### config.mk
export PLATFORM = sky130hd
export DESIGN_NAME = mem_wb_skid_stage_flat
export DESIGN_NICKNAME = d
export VERILOG_FILES = /design/src/rtl/mem_wb_skid_stage_if.sv /design/src/rtl/mem_wb_skid_stage.sv /design/src/flat_wrapper.sv
export SDC_FILE = /design/constraint.sdc
export NUM_CORES = 1
export LEC_CHECK = 0
export BUFFER_PORTS_ARGS = -buffer_cell sky130_fd_sc_hd__buf_4
export CAP_MARGIN = 15
export CORE_ASPECT_RATIO = 1.25
export CORE_MARGIN = 2
export CORE_UTILIZATION = 30
export CTS_CLUSTER_DIAMETER = 40
export DETAILED_ROUTE_END_ITERATION = 16
export PLACE_DENSITY = 0.47
export SETUP_SLACK_MARGIN = 0.5
export SYNTH_ARGS = -nofsm -noshare
export SYNTH_HDL_FRONTEND = slang
export SYNTH_SLANG_ARGS = --single-unit
### constraint.sdc
create_clock -name clk_i -period 6.05 [get_ports clk_i]
set_input_delay 0.9075 -clock clk_i [delete_from_list [all_inputs] [get_ports clk_i]]
set_output_delay 0.9075 -clock clk_i [all_outputs]
set_load 0.005 [all_outputs]
### src/rtl/mem_wb_skid_stage_if.sv
// mem_wb_skid_stage_if: MEM->WB handshake, payload and write-back bundle
interface mem_wb_skid_stage_if #(
  parameter int DATA_W = 32,
  parameter int REG_AW = 5
);
  logic              flush_i;
  logic              valid_i;
  logic              ready_o;
  logic [1:0]        WB_i;
  logic [DATA_W-1:0] ReadData_i;
  logic [DATA_W-1:0] addr_i;
  logic [REG_AW-1:0] MUX3_i;
  logic              valid_o;
  logic              ready_i;
  logic              RegWrite_o;
  logic              MemToReg_o;
  logic [DATA_W-1:0] ReadData_o;
  logic [DATA_W-1:0] addr_o;
  logic [REG_AW-1:0] MUX3_o;
  logic [DATA_W-1:0] WriteData_o;
  logic [1:0]        count_o;
  modport slave (
    input  flush_i, valid_i, WB_i, ReadData_i, addr_i, MUX3_i, ready_i,
    output ready_o, valid_o, RegWrite_o, MemToReg_o, ReadData_o, addr_o, MUX3_o, WriteData_o, count_o
  );
  modport master (
    output flush_i, valid_i, WB_i, ReadData_i, addr_i, MUX3_i, ready_i,
    input  ready_o, valid_o, RegWrite_o, MemToReg_o, ReadData_o, addr_o, MUX3_o, WriteData_o, count_o
  );
endinterface

### src/rtl/mem_wb_skid_stage.sv
// mem_wb_skid_stage: MEM/WB pipeline register with 2-entry skid buffer and write-back mux
module mem_wb_skid_stage #(
  parameter int DATA_W      = 32,
  parameter int REG_AW      = 5,
  parameter bit ZERO_SQUASH = 1'b1
) (
  input logic clk_i,
  input logic rst_i,
  mem_wb_skid_stage_if.slave bus
);
  typedef struct packed {
    logic [1:0]        wb;
    logic [DATA_W-1:0] rd;
    logic [DATA_W-1:0] addr;
    logic [REG_AW-1:0] idx;
  } entry_t;
  typedef enum logic [1:0] {EMPTY = 2'd0, ONE = 2'd1, TWO = 2'd2} state_t;
  state_t state;
  entry_t head, skid, in_e;
  logic head_v, acc, rel;
  assign in_e   = '{wb: bus.WB_i, rd: bus.ReadData_i, addr: bus.addr_i, idx: bus.MUX3_i};
  assign head_v = state != EMPTY;
  // ready depends on registered state only, so no ready_i -> ready_o path
  assign bus.ready_o = state != TWO;
  assign acc = bus.valid_i & bus.ready_o;
  assign rel = head_v & bus.ready_i;
  always_ff @(posedge clk_i or posedge rst_i) begin
    if (rst_i) begin
      state <= EMPTY;
      head  <= '0;
      skid  <= '0;
    end else if (bus.flush_i) begin
      state <= EMPTY;
    end else begin
      case (state)
        EMPTY: if (acc) begin
          head  <= in_e;
          state <= ONE;
        end
        ONE: if (acc && rel) head <= in_e;
          else if (acc) begin
            skid  <= in_e;
            state <= TWO;
          end else if (rel) state <= EMPTY;
        TWO: if (rel) begin
          head  <= skid;
          state <= ONE;
        end
        default: state <= EMPTY;
      endcase
    end
  end
  assign bus.valid_o     = head_v;
  assign bus.count_o     = state;
  assign bus.RegWrite_o  = head_v & head.wb[1] & ~(ZERO_SQUASH && head.idx == '0);
  assign bus.MemToReg_o  = head_v & head.wb[0];
  assign bus.ReadData_o  = head.rd;
  assign bus.addr_o      = head.addr;
  assign bus.MUX3_o      = head.idx;
  assign bus.WriteData_o = bus.MemToReg_o ? head.rd : head.addr;
endmodule
### src/flat_wrapper.sv
// flat-port wrapper written by rule: the top's interface ports become plain ports
module mem_wb_skid_stage_flat 
#(
  parameter int DATA_W      = 32,
  parameter int REG_AW      = 5,
  parameter bit ZERO_SQUASH = 1'b1
)
  (clk_i, rst_i, bus_flush_i, bus_valid_i, bus_WB_i, bus_ReadData_i, bus_addr_i, bus_MUX3_i, bus_ready_i, bus_ready_o, bus_valid_o, bus_RegWrite_o, bus_MemToReg_o, bus_ReadData_o, bus_addr_o, bus_MUX3_o, bus_WriteData_o, bus_count_o);
  mem_wb_skid_stage_if #(.DATA_W(DATA_W), .REG_AW(REG_AW)) bus_i ();
  input logic clk_i;
  input logic rst_i;
  input wire logic [$bits(bus_i.flush_i)-1:0] bus_flush_i;
  input wire logic [$bits(bus_i.valid_i)-1:0] bus_valid_i;
  input wire logic [$bits(bus_i.WB_i)-1:0] bus_WB_i;
  input wire logic [$bits(bus_i.ReadData_i)-1:0] bus_ReadData_i;
  input wire logic [$bits(bus_i.addr_i)-1:0] bus_addr_i;
  input wire logic [$bits(bus_i.MUX3_i)-1:0] bus_MUX3_i;
  input wire logic [$bits(bus_i.ready_i)-1:0] bus_ready_i;
  output wire logic [$bits(bus_i.ready_o)-1:0] bus_ready_o;
  output wire logic [$bits(bus_i.valid_o)-1:0] bus_valid_o;
  output wire logic [$bits(bus_i.RegWrite_o)-1:0] bus_RegWrite_o;
  output wire logic [$bits(bus_i.MemToReg_o)-1:0] bus_MemToReg_o;
  output wire logic [$bits(bus_i.ReadData_o)-1:0] bus_ReadData_o;
  output wire logic [$bits(bus_i.addr_o)-1:0] bus_addr_o;
  output wire logic [$bits(bus_i.MUX3_o)-1:0] bus_MUX3_o;
  output wire logic [$bits(bus_i.WriteData_o)-1:0] bus_WriteData_o;
  output wire logic [$bits(bus_i.count_o)-1:0] bus_count_o;
  assign bus_i.flush_i = bus_flush_i;
  assign bus_i.valid_i = bus_valid_i;
  assign bus_i.WB_i = bus_WB_i;
  assign bus_i.ReadData_i = bus_ReadData_i;
  assign bus_i.addr_i = bus_addr_i;
  assign bus_i.MUX3_i = bus_MUX3_i;
  assign bus_i.ready_i = bus_ready_i;
  assign bus_ready_o = bus_i.ready_o;
  assign bus_valid_o = bus_i.valid_o;
  assign bus_RegWrite_o = bus_i.RegWrite_o;
  assign bus_MemToReg_o = bus_i.MemToReg_o;
  assign bus_ReadData_o = bus_i.ReadData_o;
  assign bus_addr_o = bus_i.addr_o;
  assign bus_MUX3_o = bus_i.MUX3_o;
  assign bus_WriteData_o = bus_i.WriteData_o;
  assign bus_count_o = bus_i.count_o;
  mem_wb_skid_stage #(.DATA_W(DATA_W), .REG_AW(REG_AW), .ZERO_SQUASH(ZERO_SQUASH)) u_core (.clk_i(clk_i), .rst_i(rst_i), .bus(bus_i));
endmodule
## Word-level counts from Yosys, hierarchy flattened

Cells that the tools add are included.

- Bits of input ports: 76
- Word-level logic and storage cells: 47
- Register bits after elaboration: 144
- Output and inout port bits: 107

- Reduce and logical (&&, ||, !) cells: 8
- Bitwise operators: 8
- Mux-type cells: 12
- Equal/unequal tests: 10

Operator list:

| cell | count |
|---|---|
| $mux W71 | 3 |
| $pmux W71 S3 | 1 |
| $mux W32 | 1 |
| $mux W2 | 6 |
| $reduce_and A4 Y1 | 2 |
| $ne A2 B1 Y1 const B | 3 |
| $ne A3 B2 Y1 const B | 2 |
| $pmux W2 S3 | 1 |
| $and A1 B1 Y1 | 5 |
| $logic_not A5 Y1 | 1 |
| $reduce_and A5 Y1 | 1 |
| $ne A4 B2 Y1 const B | 1 |
| $ne A3 B3 Y1 const B | 1 |
| $not A1 Y1 | 3 |
| $reduce_bool A3 Y1 | 1 |
| $eq A2 B1 Y1 const B | 1 |
| $eq A2 B2 Y1 const B | 1 |
| $logic_not A2 Y1 | 1 |
| $ne A2 B2 Y1 const B | 1 |
| $reduce_bool A2 Y1 | 1 |
| $logic_and A1 B1 Y1 | 1 |

## Depth between registers and ports, before layout

Gate-level depths: netlist of the first run.

- Depth after elaboration: 7
- Mapped depth: 6
- Depth with buffers taken out: 4

## Worst setup path after synthesis of the first run

Ideal clock, no wire load.

- Path type: reg-to-output
- From: reg u_core.state[0], in the netlist u_core.bus.count_o[0]
- To: out bus_WriteData_o[10]
- Cell stages (with the launch flop): 6
- Data arrival time: 1.568 ns
- Buffers on the path: 2
- Slack: 3.574 ns
- Path through: dfrtp_1 -> clkbuf_2 -> or2_2 -> nand2_1 -> buf_4 -> mux2_2

- Cells in the longest elaborated chain, start to end: 3

Ends and longest elaborated chain:

| element | RTL line | text |
|---|---|---|
| start: declaration | mem_wb_skid_stage.sv:18 | `state_t state;` |
| start signal: assignment | mem_wb_skid_stage.sv:29 | `state <= EMPTY;` |
| start signal: assignment | mem_wb_skid_stage.sv:33 | `state <= EMPTY;` |
| start signal: assignment | mem_wb_skid_stage.sv:38 | `state <= ONE;` |
| $reduce_bool A2 Y1 | mem_wb_skid_stage.sv:22 | `assign head_v = state != EMPTY;` |
| named net bus_valid_o | flat_wrapper.sv:20 | `output wire logic [$bits(bus_i.valid_o)-1:0] bus_valid_o;` |
| $and A1 B1 Y1 | mem_wb_skid_stage.sv:56 | `assign bus.MemToReg_o = head_v & head.wb[0];` |
| $mux W32 | mem_wb_skid_stage.sv:60 | `assign bus.WriteData_o = bus.MemToReg_o ? head.rd : head.addr;` |
| end: declaration | flat_wrapper.sv:26 | `output wire logic [$bits(bus_i.WriteData_o)-1:0] bus_WriteData_o;` |

The timed path passes the listed nets, and every way through them passes these cells.

## Worst setup path in the final report of the first run

- From: reg u_core.state[0], in the netlist u_core.bus.count_o[0]
- To: out bus_WriteData_o[9]

- Cells in the longest elaborated chain, start to end: 3

Ends and longest elaborated chain:

| element | RTL line |
|---|---|
| $reduce_bool A2 Y1 | mem_wb_skid_stage.sv:22 |
| $and A1 B1 Y1 | mem_wb_skid_stage.sv:56 |
| $mux W32 | mem_wb_skid_stage.sv:60 |

No other way between the ends.

==> impl_metrics.py, run 1 <==
metrics = {
    "run_status": {
        "status": "finished clean",
    },
    "logic_synthesis": {
        "ys_ff_latch": 144,
        "ys_types": 25,
        "yosys.area_share.adder_pct": 0,
        "synthFlopType": "dfrtp_1",
        "synth.most_common_cell": "mux2_2",
        "synth_top_area_cell": "dfrtp_1",
        "ys_top_cells_by_area": "dfrtp_1, mux2_2, buf_4",
        "synth_xor_area_share_pct": 0,
        "synth_common_cells": "mux2_2, dfrtp_1, buf_4",
        "yosysWarnings": 0,
        "synth_area_sq_mm": 0.00728,
        "avgSynthCellArea_sq_um": 14.4,
        "synthMuxAreaShare_pct": 39.1,
        "synth.net_count": 580,
        "synth_simple_gate_area_share_pct": 1.01,
        "synth_cells": 504,
        "synth-async-reset-ratio_pct": 100,
        "ys_seq_area_share_pct": 49.5,
        "synth_top_family_by_area": "multiplexers",
        "synth_top_area_share_pct": 49.5,
        "synth_compound_area_share_pct": 0.705,
        "synth_edf_count": 0,
    },
    "timing": {
        "clock_skew_ps": 6.98,
        "final_hold_viol_count": 0,
        "clock.fmax_mhz": 284,
        "final_max_slew_viol_count": 0,
        "slew_headroom_pct": 33.0,
        "period_share_pct": 58.2,
        "setup-tns-final_ps": 0,
        "setup_viol": 0,
        "rsz0062_at_grt": "false",
        "post-route-worst-setup-slack_ps": 2530,
        "period_minus_slack_ps": 3520,
        "tightestPinTransition_ps": 1000,
        "hold_ws_ps": 499,
    },
    "cells_and_area": {
        "syn2layout_area_growth_pct": 23.8,
        "layout.cells.non_filler": 954,
        "num-nets-final": 692,
        "antenna_cells": 0,
        "drive_above_1_share_pct": 74.9,
    },
    "run": {
        "maxCapViolCount": 0,
    },
    "global_route": {
        "antenna_found_initial": 0,
        "grt_usage_pct": 13.2,
        "grt-ovfl-total": 0,
        "grt_pass1_vias": 4595,
        "grt_start_max_net_pins": 90,
        "grt_pass1_wl_um": 25700,
    },
    "place": {
        "dpl.cell_count": 922,
        "dp_slack_ps": 2930,
        "routabilityCongestion": 0.688,
        "hpwl_um": 10800,
        "io_buffers": 182,
    },
    "pwr": {
        "vdd_drop_max_mv": 0.180,
        "totalPowerFinal_w": 0.00313,
        "p_clk_share_pct": 33.7,
        "p_int_w": 0.00232,
        "power.density_mw_per_mm2": 347,
        "swShare_pct": 25.7,
        "switchingPower_w": 0.000804,
        "pwr-share-comb_pct": 23.1,
        "seqPwrFrac_pct": 43.2,
        "power.leakage_nw": 4.04,
    },
    "worst_hold_path": {
        "hold_class": "register to register",
    },
    "floorplan": {
        "die_w_um": 143,
        "dieArea_sq_mm": 0.0255,
        "core_area_sq_mm": 0.0238,
        "start_util_pct": 30.6,
        "rows": 63,
        "die_height_um": 178,
        "ios": 183,
    },
    "detailed_routing": {
        "drc_errors": 0,
        "wirelength_um": 16400,
        "drt_iter0_markers": 77,
        "via_per_inst": 4.47,
        "antenna_left": 0,
        "wire_per_inst_um": 17.2,
        "firstDrtPassIters": 4,
        "vias": 4262,
    },
    "cts": {
        "cts_resized": 0,
        "cts.htree.levels": 4,
        "clkLatencyLatePin_ps": 410,
        "cts_root_buffer": "clkbuf_16",
        "clkTransAtPathRegs_ps": 60,
        "cts_tree": "done",
        "cts_setup_buffers": 0,
        "hold_buffers": 0,
        "cts.sinks": 144,
        "numCtsBuffers": 17,
        "clockBufferDepth": 2,
    },
    "setup_path": {
        "setup.worst_path.end_class": "primary output",
        "required_ps": 5140,
        "arrival_ps": 2610,
        "critPathMaxFanout": 33,
        "reg2reg_slack_ps": 3270,
        "crit_type": "register to primary output",
        "critical_path.startpoint_type": "register",
    },
}
==> metal layers <==
layer / vias to the layer above / global-route usage, % / routed length [um]
met2: 112 / 22.0 / 8190
met1: 2194 / 16.3 / 7060
met4: 0 / 4.49 / 226
li1: 1941 / - / -
met3: 15 / 4.03 / 919
met5: - / 0 / 0
==> worst paths after layout <==
path / startpoint / endpoint / cells after the start
max: u_core.bus.count_o[0] / bus_WriteData_o[9] / 4
min: u_core.skid[5] / u_core.skid[5] / 1
max reg2reg: u_core.bus.count_o[0] / u_core.bus.addr_o[11] / 4
min reg2reg: u_core.skid[5] / u_core.skid[5] / 1
max in group asynchronous: rst_i / u_core.bus.ReadData_o[27] / 3
min in group asynchronous: rst_i / u_core.bus.addr_o[24] / 2
==> critical path: stages (launching register included) <==
cell,delay (ps)
dfrtp_1,520
or2_2,390
nand2_2,710
mux2_2,430
buf_4,140
==> sequential cells by signal (all words and copies together), names as in the netlist <==
signal	cells
u_core.bus.MUX3_o	5
u_core.bus.ReadData_o	32
u_core.bus.addr_o	32
u_core.bus.count_o	2
u_core.head	2
u_core.skid	71
==> cells in the final DEF, fill, tap and decap left out, types with 2 or more instances in the layout <==
master / synthesis / routed
mux2_2: 225 / 225
buf_4: 73 / 187
dfrtp_1: 144 / 144
mux2_4: 20 / 20
clkbuf_16: 0 / 17
clkinvlp_4: 0 / 6
inv_6: 0 / 3
nor2_1: 2 / 2
a21oi_1: 2 / 2
clkbuf_1: 2 / 2
clkbuf_8: 0 / 2
bufinv_16: 0 / 2
==> logic make-up (layout without fill, tap and decap cells) <==
group / count (synthesis) / after routing
mux: 246 / 246
flops: 144 / 144
buf+inv: 97 / 222
simple gates: 12 / 12
compound gates: 5 / 5
==> per-stage QoR <==
step	utilization (%)	instance area, sq um
final	37.9	9010
after global routing	37.9	9010
after CTS	37.9	9010
after detailed placement	35.4	8420
after global placement	35.4	8420
after floorplan	-	7280
==> power groups by stage <==
stage          logic, W  clock network, W  registers (W)
3_3_place_gp   0.000724                 0        0.00135
5_1_grt        0.000790           0.00113        0.00138
4_1_cts        0.000742           0.00109        0.00135
3_5_place_dp   0.000740                 0        0.00137
2_1_floorplan  0.000548                 0        0.00131
6_report       0.000724           0.00105        0.00135
==> layout make-up <==
cell class | count | area, sq um
fill | 2325 | 14800
sequential | 144 | 3600
multi-input combinational | 263 | 2990
timing repair buffer | 187 | 1400
clock buffer | 21 | 460
tap | 325 | 407
clock inverter | 11 | 131
inverter | 3 | 16.3
Note: power is estimated with default switching activity, not from simulation.
==> inputs of run 2 (changes only) <==
- PLACE_DENSITY: 0.47 -> 0.49
- clock period: 6.05 -> 3.2 ns (I/O delays scaled with it)
==> run 2 against run 1 <==
  * Sequential power up 89%
  * Largest power group unchanged
  * Setup slack worse by 1900 ps
  * Highest routed layer unchanged
  * Critical endpoint is now bus_WriteData_o[16]
  * Total power increased by 90%
  * Final area rose by 1.3%
  * Largest cell class unchanged
  * Clock power rose by 90%
==> impl_metrics.py, run 2 (synthesis results as in run 1) <==
metrics = {
    "setup_path": {
        "critPathMaxFanout": 16,
        "crit_type": "register to primary output",
        "setup.worst_path.end_class": "primary output",
        "arrival_ps": 2070,
        "critical_path.startpoint_type": "register",
        "required_ps": 2720,
    },
    "run_status": {
        "status": "finished clean",
    },
    "cells_and_area": {
        "syn2layout_area_growth_pct": 25.5,
        "num-nets-final": 696,
        "antenna_cells": 0,
        "drive_above_1_share_pct": 75.5,
        "final_common_cell": "mux2_2",
        "layout_common_cells": "mux2_2, buf_4, dfrtp_1",
        "final_util_pct": 38.4,
        "largest_reg_flops": 71,
        "top_register": "u_core.skid",
    },
    "floorplan": {
        "die_w_um": 143,
        "rows": 63,
        "dieArea_sq_mm": 0.0255,
        "start_util_pct": 30.6,
        "ios": 183,
        "core_area_sq_mm": 0.0238,
        "die_height_um": 178,
    },
    "timing": {
        "setup_viol": 0,
        "clock_skew_ps": 11.2,
        "clock.fmax_mhz": 392,
        "final_max_slew_viol_count": 0,
        "rsz0062_at_grt": "false",
        "period_minus_slack_ps": 2550,
        "setup-tns-final_ps": 0,
        "hold_ws_ps": 191,
        "slew_headroom_pct": 50.0,
        "period_share_pct": 79.7,
        "tightestPinTransition_ps": 751,
        "final_hold_viol_count": 0,
    },
    "pwr": {
        "power.density_mw_per_mm2": 651,
        "vdd_drop_max_mv": 0.334,
        "power.leakage_nw": 4.09,
        "totalPowerFinal_w": 0.00594,
    },
    "place": {
        "routabilityCongestion": 0.679,
        "io_buffers": 182,
        "hpwl_um": 10800,
    },
    "cts": {
        "cts.htree.levels": 4,
        "cts_tree": "done",
        "clockBufferDepth": 2,
        "numCtsBuffers": 17,
        "clkLatencyLatePin_ps": 420,
        "cts.sinks": 144,
        "clkTransAtPathRegs_ps": 70,
        "cts_root_buffer": "clkbuf_16",
    },
    "run": {
        "maxCapViolCount": 0,
    },
    "detailed_routing": {
        "vias": 4260,
        "firstDrtPassIters": 4,
        "via_per_inst": 4.45,
        "wirelength_um": 16300,
        "drt_iter0_markers": 132,
        "drc_errors": 0,
        "antenna_left": 0,
        "wire_per_inst_um": 17.0,
    },
    "global_route": {
        "grt_start_max_net_pins": 92,
        "grt_pass1_wl_um": 25300,
        "grt-ovfl-total": 0,
        "grt_usage_pct": 13.0,
        "grt_pass1_vias": 4586,
        "antenna_found_initial": 0,
    },
    "worst_hold_path": {
        "hold_class": "primary input to async pin",
    },
}
==> run 2: changes by cell type in the layout (fill, tap and decap cells not counted), moves of 2 or more <==
cell,change
clkinv_4,+2
clkbuf_1,-2
buf_12,+6
clkinvlp_4,-2
buf_4,-2
clkinv_2,+2
==> run 2: what timing repair did <==
action                     4_1_cts  5_1_grt
setup endpoints to repair       33        0
hold buffers                     0        0
gates resized for setup          3        0
setup buffers                    1        0
==> run 2: area by class of cell <==
type,instances,area (sq um)
multi-input combinational,263,3000
timing repair buffer,191,1510
clock buffer,18,439
clock inverter,14,154
sequential,144,3600
tap,325,407
inverter,3,15.0
fill,2358,14700
==> run 2: worst paths after layout <==
kind,from,endpoint,slack (ps),depth (start not counted)
setup / recovery,u_core.bus.count_o[0],bus_WriteData_o[16],650,5
hold / removal,rst_i,u_core.bus.addr_o[10],190,3
setup reg to reg,u_core.bus.count_o[1],u_core.bus.addr_o[1],1050,4
hold reg to reg,u_core.skid[24],u_core.skid[24],500,1
max in group asynchronous,rst_i,u_core.bus.ReadData_o[23],2390,3
min in group clk_i,bus_ready_i,u_core.bus.count_o[1],260,2
==> run 2: through the flow <==
step | instance area [sq um] | worst slack [ps] | cells
after floorplan | 7280 | 915 | 504
after global placement | 8500 | 702 | 925
after detailed placement | 8500 | 638 | 925
after CTS | 9130 | 610 | 958
after global routing | 9130 | 576 | 958
final | 9130 | 649 | 958
==> run 2: where the power goes <==
group          leakage [nW]  total, W  switching, W  internal [W]
clock network         0.284   0.00200      0.000822       0.00118
logic                  2.08   0.00139      0.000440      0.000947
registers              1.73   0.00255      0.000286       0.00227
total                  4.09   0.00594       0.00155       0.00439
==> run 2: per-layer routing <==
metal	global-route usage, %	routed length [um]
met2	21.4	8040
met1	16.4	7110
met3	4.16	981
met5	0	0
met4	3.92	160
==> run 2: worst max-delay path: stages, from the launching register on <==
cell and delay (ps):
dfrtp_2 490, or2_2 390, nand2_8 110, buf_12 160, mux2_2 350, buf_4 140
